$ cat src/rtl/aes_result_collector_pkg.sv
// Shared AES result-collector types: the 264-bit output record, the FIFO entry and the FSM states.
package AESDefinitions;

  typedef logic [127:0] state_t;

  localparam int RESULT_BYTES = 33;

  typedef struct packed {
    state_t     encrypt;
    state_t     plain;
    logic [3:0] encryptValid;
    logic [3:0] plainValid;
  } outputResult_t;

  // FIFO entry: the visible record plus the end-of-message flag (265 bits).
  typedef struct packed {
    outputResult_t result;
    logic          eom;
  } fifoRecord_t;

  localparam int RECORD_WIDTH = $bits(fifoRecord_t);

  typedef enum logic [1:0] {
    ACTIVE,
    FLUSH,
    DRAIN,
    DONE
  } collectorState_t;

  function automatic outputResult_t makeResult(input logic encValid, input state_t encData,
                                               input logic plnValid, input state_t plnData);
    outputResult_t r;
    r.encrypt      = encValid ? encData : '0;
    r.plain        = plnValid ? plnData : '0;
    r.encryptValid = {4{encValid}};
    r.plainValid   = {4{plnValid}};
    return r;
  endfunction

  function automatic logic [15:0] satInc(input logic [15:0] value);
    return (value == 16'hFFFF) ? value : value + 16'd1;
  endfunction

endpackage

$ cat src/rtl/aes_result_collector_result_fifo.sv
// First-word-fall-through result FIFO; a push is accepted when not full or when popping in the same cycle.
module result_fifo #(
  parameter int WIDTH = 265,
  parameter int DEPTH = 8
) (
  input  logic             clock,
  input  logic             reset,
  input  logic             push,
  input  logic [WIDTH-1:0] pushData,
  input  logic             pop,
  output logic [WIDTH-1:0] headData,
  output logic             headValid,
  output logic             full
);

  localparam int PTR_W = (DEPTH > 1) ? $clog2(DEPTH) : 1;
  localparam int CNT_W = $clog2(DEPTH + 1);

  logic [WIDTH-1:0] mem [DEPTH];
  logic [PTR_W-1:0] wrPtr;
  logic [PTR_W-1:0] rdPtr;
  logic [CNT_W-1:0] count;
  logic             pushOk;
  logic             popOk;

  assign headValid = (count != '0);
  assign full      = (count == CNT_W'(DEPTH));
  assign popOk     = pop & headValid;
  assign pushOk    = push & (~full | popOk);
  assign headData  = mem[rdPtr];

  // NOTE: storage is deliberately not reset; the count alone decides what is visible.
  always_ff @(posedge clock) begin
    if (pushOk) mem[wrPtr] <= pushData;
  end

  // NOTE: sequential state uses non-blocking assignments so every register samples pre-edge values.
  always_ff @(posedge clock or posedge reset) begin
    if (reset) begin
      wrPtr <= '0;
      rdPtr <= '0;
      count <= '0;
    end else begin
      if (pushOk) wrPtr <= wrPtr + 1'b1;
      if (popOk)  rdPtr <= rdPtr + 1'b1;
      case ({pushOk, popOk})
        2'b10:   count <= count + 1'b1;
        2'b01:   count <= count - 1'b1;
        default: count <= count;
      endcase
    end
  end

endmodule

$ cat src/rtl/aes_result_collector.sv
// Collects encoder/decoder result blocks into a FWFT FIFO and appends an end-of-message marker on flush.
// Optional statistics counters are enabled by defining RESULT_STATS_EN.
module aes_result_collector
  import AESDefinitions::*;
#(
  parameter int DEPTH = 8
) (
  input  logic          clock,
  input  logic          reset,
  input  state_t        encryptIn,
  input  logic          encryptValid,
  input  state_t        plainIn,
  input  logic          plainValid,
  input  logic          flush,
  output outputResult_t outData,
  output logic          outEom,
  output logic          outValid,
  input  logic          outReady,
  output logic          done,
  output logic          overflow,
  output logic [15:0]   capCount,
  output logic [15:0]   dropCount
);

  collectorState_t state;
  collectorState_t nextState;
  fifoRecord_t     pushRecord;
  fifoRecord_t     headRecord;
  logic            fifoPush;
  logic            fifoPop;
  logic            fifoFull;
  logic            headValid;
  logic            canPush;
  logic            captureOk;
  logic            captureDrop;
  logic            markerPush;

  result_fifo #(
    .WIDTH (RECORD_WIDTH),
    .DEPTH (DEPTH)
  ) fifo (
    .clock     (clock),
    .reset     (reset),
    .push      (fifoPush),
    .pushData  (pushRecord),
    .pop       (fifoPop),
    .headData  (headRecord),
    .headValid (headValid),
    .full      (fifoFull)
  );

  assign fifoPop  = headValid & outReady;
  assign canPush  = ~fifoFull | fifoPop;
  assign fifoPush = captureOk | markerPush;

  // NOTE: every always_comb output gets a default first so no path can infer a latch.
  always_comb begin
    nextState   = state;
    captureOk   = 1'b0;
    captureDrop = 1'b0;
    markerPush  = 1'b0;
    pushRecord  = '0;
    case (state)
      ACTIVE: begin
        if (encryptValid | plainValid) begin
          if (canPush) begin
            captureOk         = 1'b1;
            pushRecord.result = makeResult(encryptValid, encryptIn, plainValid, plainIn);
          end else begin
            captureDrop = 1'b1;
          end
        end
        if (flush) nextState = FLUSH;
      end
      FLUSH: begin
        if (canPush) begin
          markerPush     = 1'b1;
          pushRecord.eom = 1'b1;
          nextState      = DRAIN;
        end
      end
      DRAIN: begin
        if (fifoPop && headRecord.eom) nextState = DONE;
      end
      DONE:    nextState = DONE;
      default: nextState = ACTIVE;
    endcase
  end

  always_ff @(posedge clock or posedge reset) begin
    if (reset) state <= ACTIVE;
    else       state <= nextState;
  end

  always_ff @(posedge clock or posedge reset) begin
    if (reset)            overflow <= 1'b0;
    else if (captureDrop) overflow <= 1'b1;
  end

  // Data is gated with valid so stale storage never leaks onto the output.
  assign outValid = headValid;
  assign outEom   = headValid & headRecord.eom;
  assign outData  = headValid ? headRecord.result : '0;
  assign done     = (state == DONE);

`ifdef RESULT_STATS_EN
  always_ff @(posedge clock or posedge reset) begin
    if (reset) begin
      capCount  <= '0;
      dropCount <= '0;
    end else begin
      if (captureOk)   capCount  <= satInc(capCount);
      if (captureDrop) dropCount <= satInc(dropCount);
    end
  end
`else
  assign capCount  = '0;
  assign dropCount = '0;
`endif

endmodule

$ cat config.mk
export PLATFORM = sky130hd
export DESIGN_NAME = aes_result_collector
export DESIGN_NICKNAME = d
export VERILOG_FILES = /design/src/rtl/aes_result_collector_pkg.sv /design/src/rtl/aes_result_collector_result_fifo.sv /design/src/rtl/aes_result_collector.sv
export SDC_FILE = /design/constraint.sdc
export NUM_CORES = 2
export LEC_CHECK = 0
export CAP_MARGIN = 5
export CORE_UTILIZATION = 45
export CTS_BUF_LIST = sky130_fd_sc_hd__clkbuf_8
export DETAILED_ROUTE_END_ITERATION = 16
export GPL_ROUTABILITY_DRIVEN = 0
export GPL_TIMING_DRIVEN = 0
export SETUP_SLACK_MARGIN = 0.15
export SYNTH_ARGS = -nofsm -noshare
export SYNTH_HDL_FRONTEND = slang
export SYNTH_SLANG_ARGS = --single-unit
$ cat constraint.sdc
create_clock -name clock -period 23.1 [get_ports clock]
set_clock_uncertainty 0.05 [all_clocks]
set_input_delay 4.62 -clock clock [delete_from_list [all_inputs] [get_ports clock]]
set_output_delay 4.62 -clock clock [all_outputs]
set_load 0.02 [all_outputs]
==> out/results.ini <==
[timing]
fin_crit_sh_pct = 41.2
rsz0062_at_grt = false
setup_viol = 0
fmax_mhz = 105
finalSetupTns_ns = 0
worstMarginPinSlew_ns = 1.31
hold_violations = 0
fin_crit_ns = 9.52
drv_slew = 0
slew_headroom_pct = 12.8

[place]
port_buffers = 529
dpl.hpwl_um = 131000
placed_cells = 6732
placed_area_um2 = 92500

[global_route]
grt_use_total_pct = 22.2
grt_pass1_vias = 41300
grt_pass1_wl_um = 288000
gr-total-overflow = 0
grt_max_degree = 26
antenna_found_initial = 39

[setup_path]
cp.required_ns = 18.43
cp-start-kind = register
worstPathArrival_ns = 4.85
slowest_stage = nor4_4
timing.rr.end = fifo.mem[3][85]
critPathBufInv = 4
rr_startpoint = fifo.count[3]
critical_path.most_common_cell = buf_2
cp_slowest_stage_delay_ns = 0.89
path_class = register to output pin
critPathTopFamily = buffers and inverters
r2r_slack_ns = 19.38
cp-end-kind = output pin
reg2reg_depth = 8
crit_chain = buf_2 > nor4_4 > buf_2 > clkbuf_1 > nor2_1 > clkdlybuf4s50_1
crit_fanout = 10

[yosys]
synth_cell_type_count = 33
syn-instance-count = 3684
synth_ff_type = edfxtp_1
synth_edf_count = 2072
synth-seq-cells = 2085
ys_seq_area_share_pct = 77.2
yosys-top-cells-area = edfxtp_1 (77%), mux4_2 (14%), mux2i_1 (3.2%), and2_1 (2.0%), nor2_1 (1.2%)
yosys.area.top_type = edfxtp_1
yosysTopAreaCellShare_pct = 76.8
yosysWarnings = 0
async_reset_ff_share_pct = 0.624
syn_area_um2 = 81000
synth.avg_cell_area_um2 = 22.0

[clock_network]
ctsHoldBuffers = 0
clock_sink_count = 2085
htreeDepth = 5
clk_latency_ns = 1.02
cts_root_buffer = clkbuf_8
cts_buffer_depth = 4
post_cts.repair.setup_buffers = 0
cts.clk_slew.worst_paths_ns = 0.06
cts_tree = done
cts_made_buffers = 355
cts.repair.resized = 0

[routing]
wl_per_cell_um = 27.5
drcViolationCount = 0
drtAntennaViolNets = 0
routed_wl_um = 202000
num_vias = 40000
drtIter0Drc = 2960
vias_per_cell = 5.44
dr.pass1.iters = 7

[floorplanning]
core_area_um2 = 179000
start_util_pct = 45.4
rows = 155
dieArea_um2 = 182000
die_w_um = 426
die_h_um = 426
ioPinCount = 562

[min_path]
hold_depth = 1
hp-start = overflow
hold_class = register to register
hold_path_end = overflow

[layout]
final_common_cell = edfxtp_1
layout_common_cells = edfxtp_1 (2072), clkdlybuf4s50_1 (529), mux4_2 (518)
nNetsFinal = 5001
final_util_pct = 55.3
drive_gt1_share_pct = 25.2
post-route-cell-area_um2 = 98700
area_growth_pct = 21.8
stdcell_count = 7349

[power_and_ir_drop]
p_leak_nw = 34.1
pwr_density_cell_nw_per_um2 = 111
ir_drop_uv = 63.0

[run]
drv_cap = 0

[status]
status = finished, final reports clean

-- cells in the mapped netlist, types with 5 or more instances --
cell type and instances:
nand2_1 8, xor2_1 5, clkbuf_1 39, dfrtp_1 13, mux2i_1 258, buf_2 123
ha_1 5, edfxtp_1 2072, mux4_2 518, buf_4 42, nor2_1 267, buf_1 37
and2_1 260
-- sequential cells by signal, summed over array words and instances (netlist names) --
name        cells
overflow        1
fifo.wrPtr      3
state           2
fifo.count      4
fifo.rdPtr      3
fifo.mem     2072
-- worst max path at each step --
stage,end,from,cells after the start,slack [ns]
2_1_floorplan,fifo.mem[7][0],outReady,4,6.12
3_3_place_gp,fifo.mem[3][84],outReady,5,-8.04
3_5_place_dp,outData[105],fifo.count[1],6,14.41
4_1_cts,outData[105],fifo.count[1],6,13.23
5_1_grt,outData[105],fifo.count[1],6,13.31
6_report,outData[105],fifo.count[1],6,13.58
-- layout make-up --
cell class	instances	area (µm²)
Sequential cell	2085	62500
Tap cell	2355	2950
Antenna cell	19	47.5
Timing Repair Buffer	662	8320
Fill cell	13800	79900
Multi-Input combinational cell	1385	17500
Inverter	4	15.0
Clock buffer	361	4970
Clock inverter	237	1240
Buffer	241	1220
-- logic make-up (layout without fill, tap and decap cells) --
group / count (synthesis) / in the layout / synth area share [%]
AND/OR/NAND/NOR: 549 / 549 / 3.41
XOR/XNOR: 9 / 9 / 0.0973
adder cells (fa/ha/maj): 5 / 5 / 0.0772
multiplexers: 780 / 780 / 17.6
AO/OA/AOI/OAI: 10 / 10 / 0.0803
flip-flops: 2085 / 2085 / 77.2
other: 1 / 51 / 0.00463
buffers and inverters: 245 / 1505 / 1.52
-- layer usage --
metal	global-route usage, %	part of all wire (%)
met1	30.2	42
met2	36.4	50
met3	3.60	4.9
met4	8.24	3.0
met5	0	0
-- power by group --
| part | total (mW) | switching, mW | internal (mW) |
|---|---|---|---|
| clock | 2.99 | 1.43 | 1.55 |
| combinational | 3.90 | 2.11 | 1.79 |
| sequential | 4.11 | 0.00745 | 4.10 |
| total | 11.0 | 3.55 | 7.45 |
-- stage by stage --
stage          hold WS, ns  total power, mW  setup WS, ns
2_1_floorplan        0.430             6.53          6.12
3_3_place_gp         0.414             8.16         -8.04
3_5_place_dp         0.415             8.17         14.41
4_1_cts              0.428             11.2         13.23
5_1_grt              0.432             11.5         13.31
6_report             0.422             11.0         13.58
No activity file was read; power rests on OpenSTA's default activity.
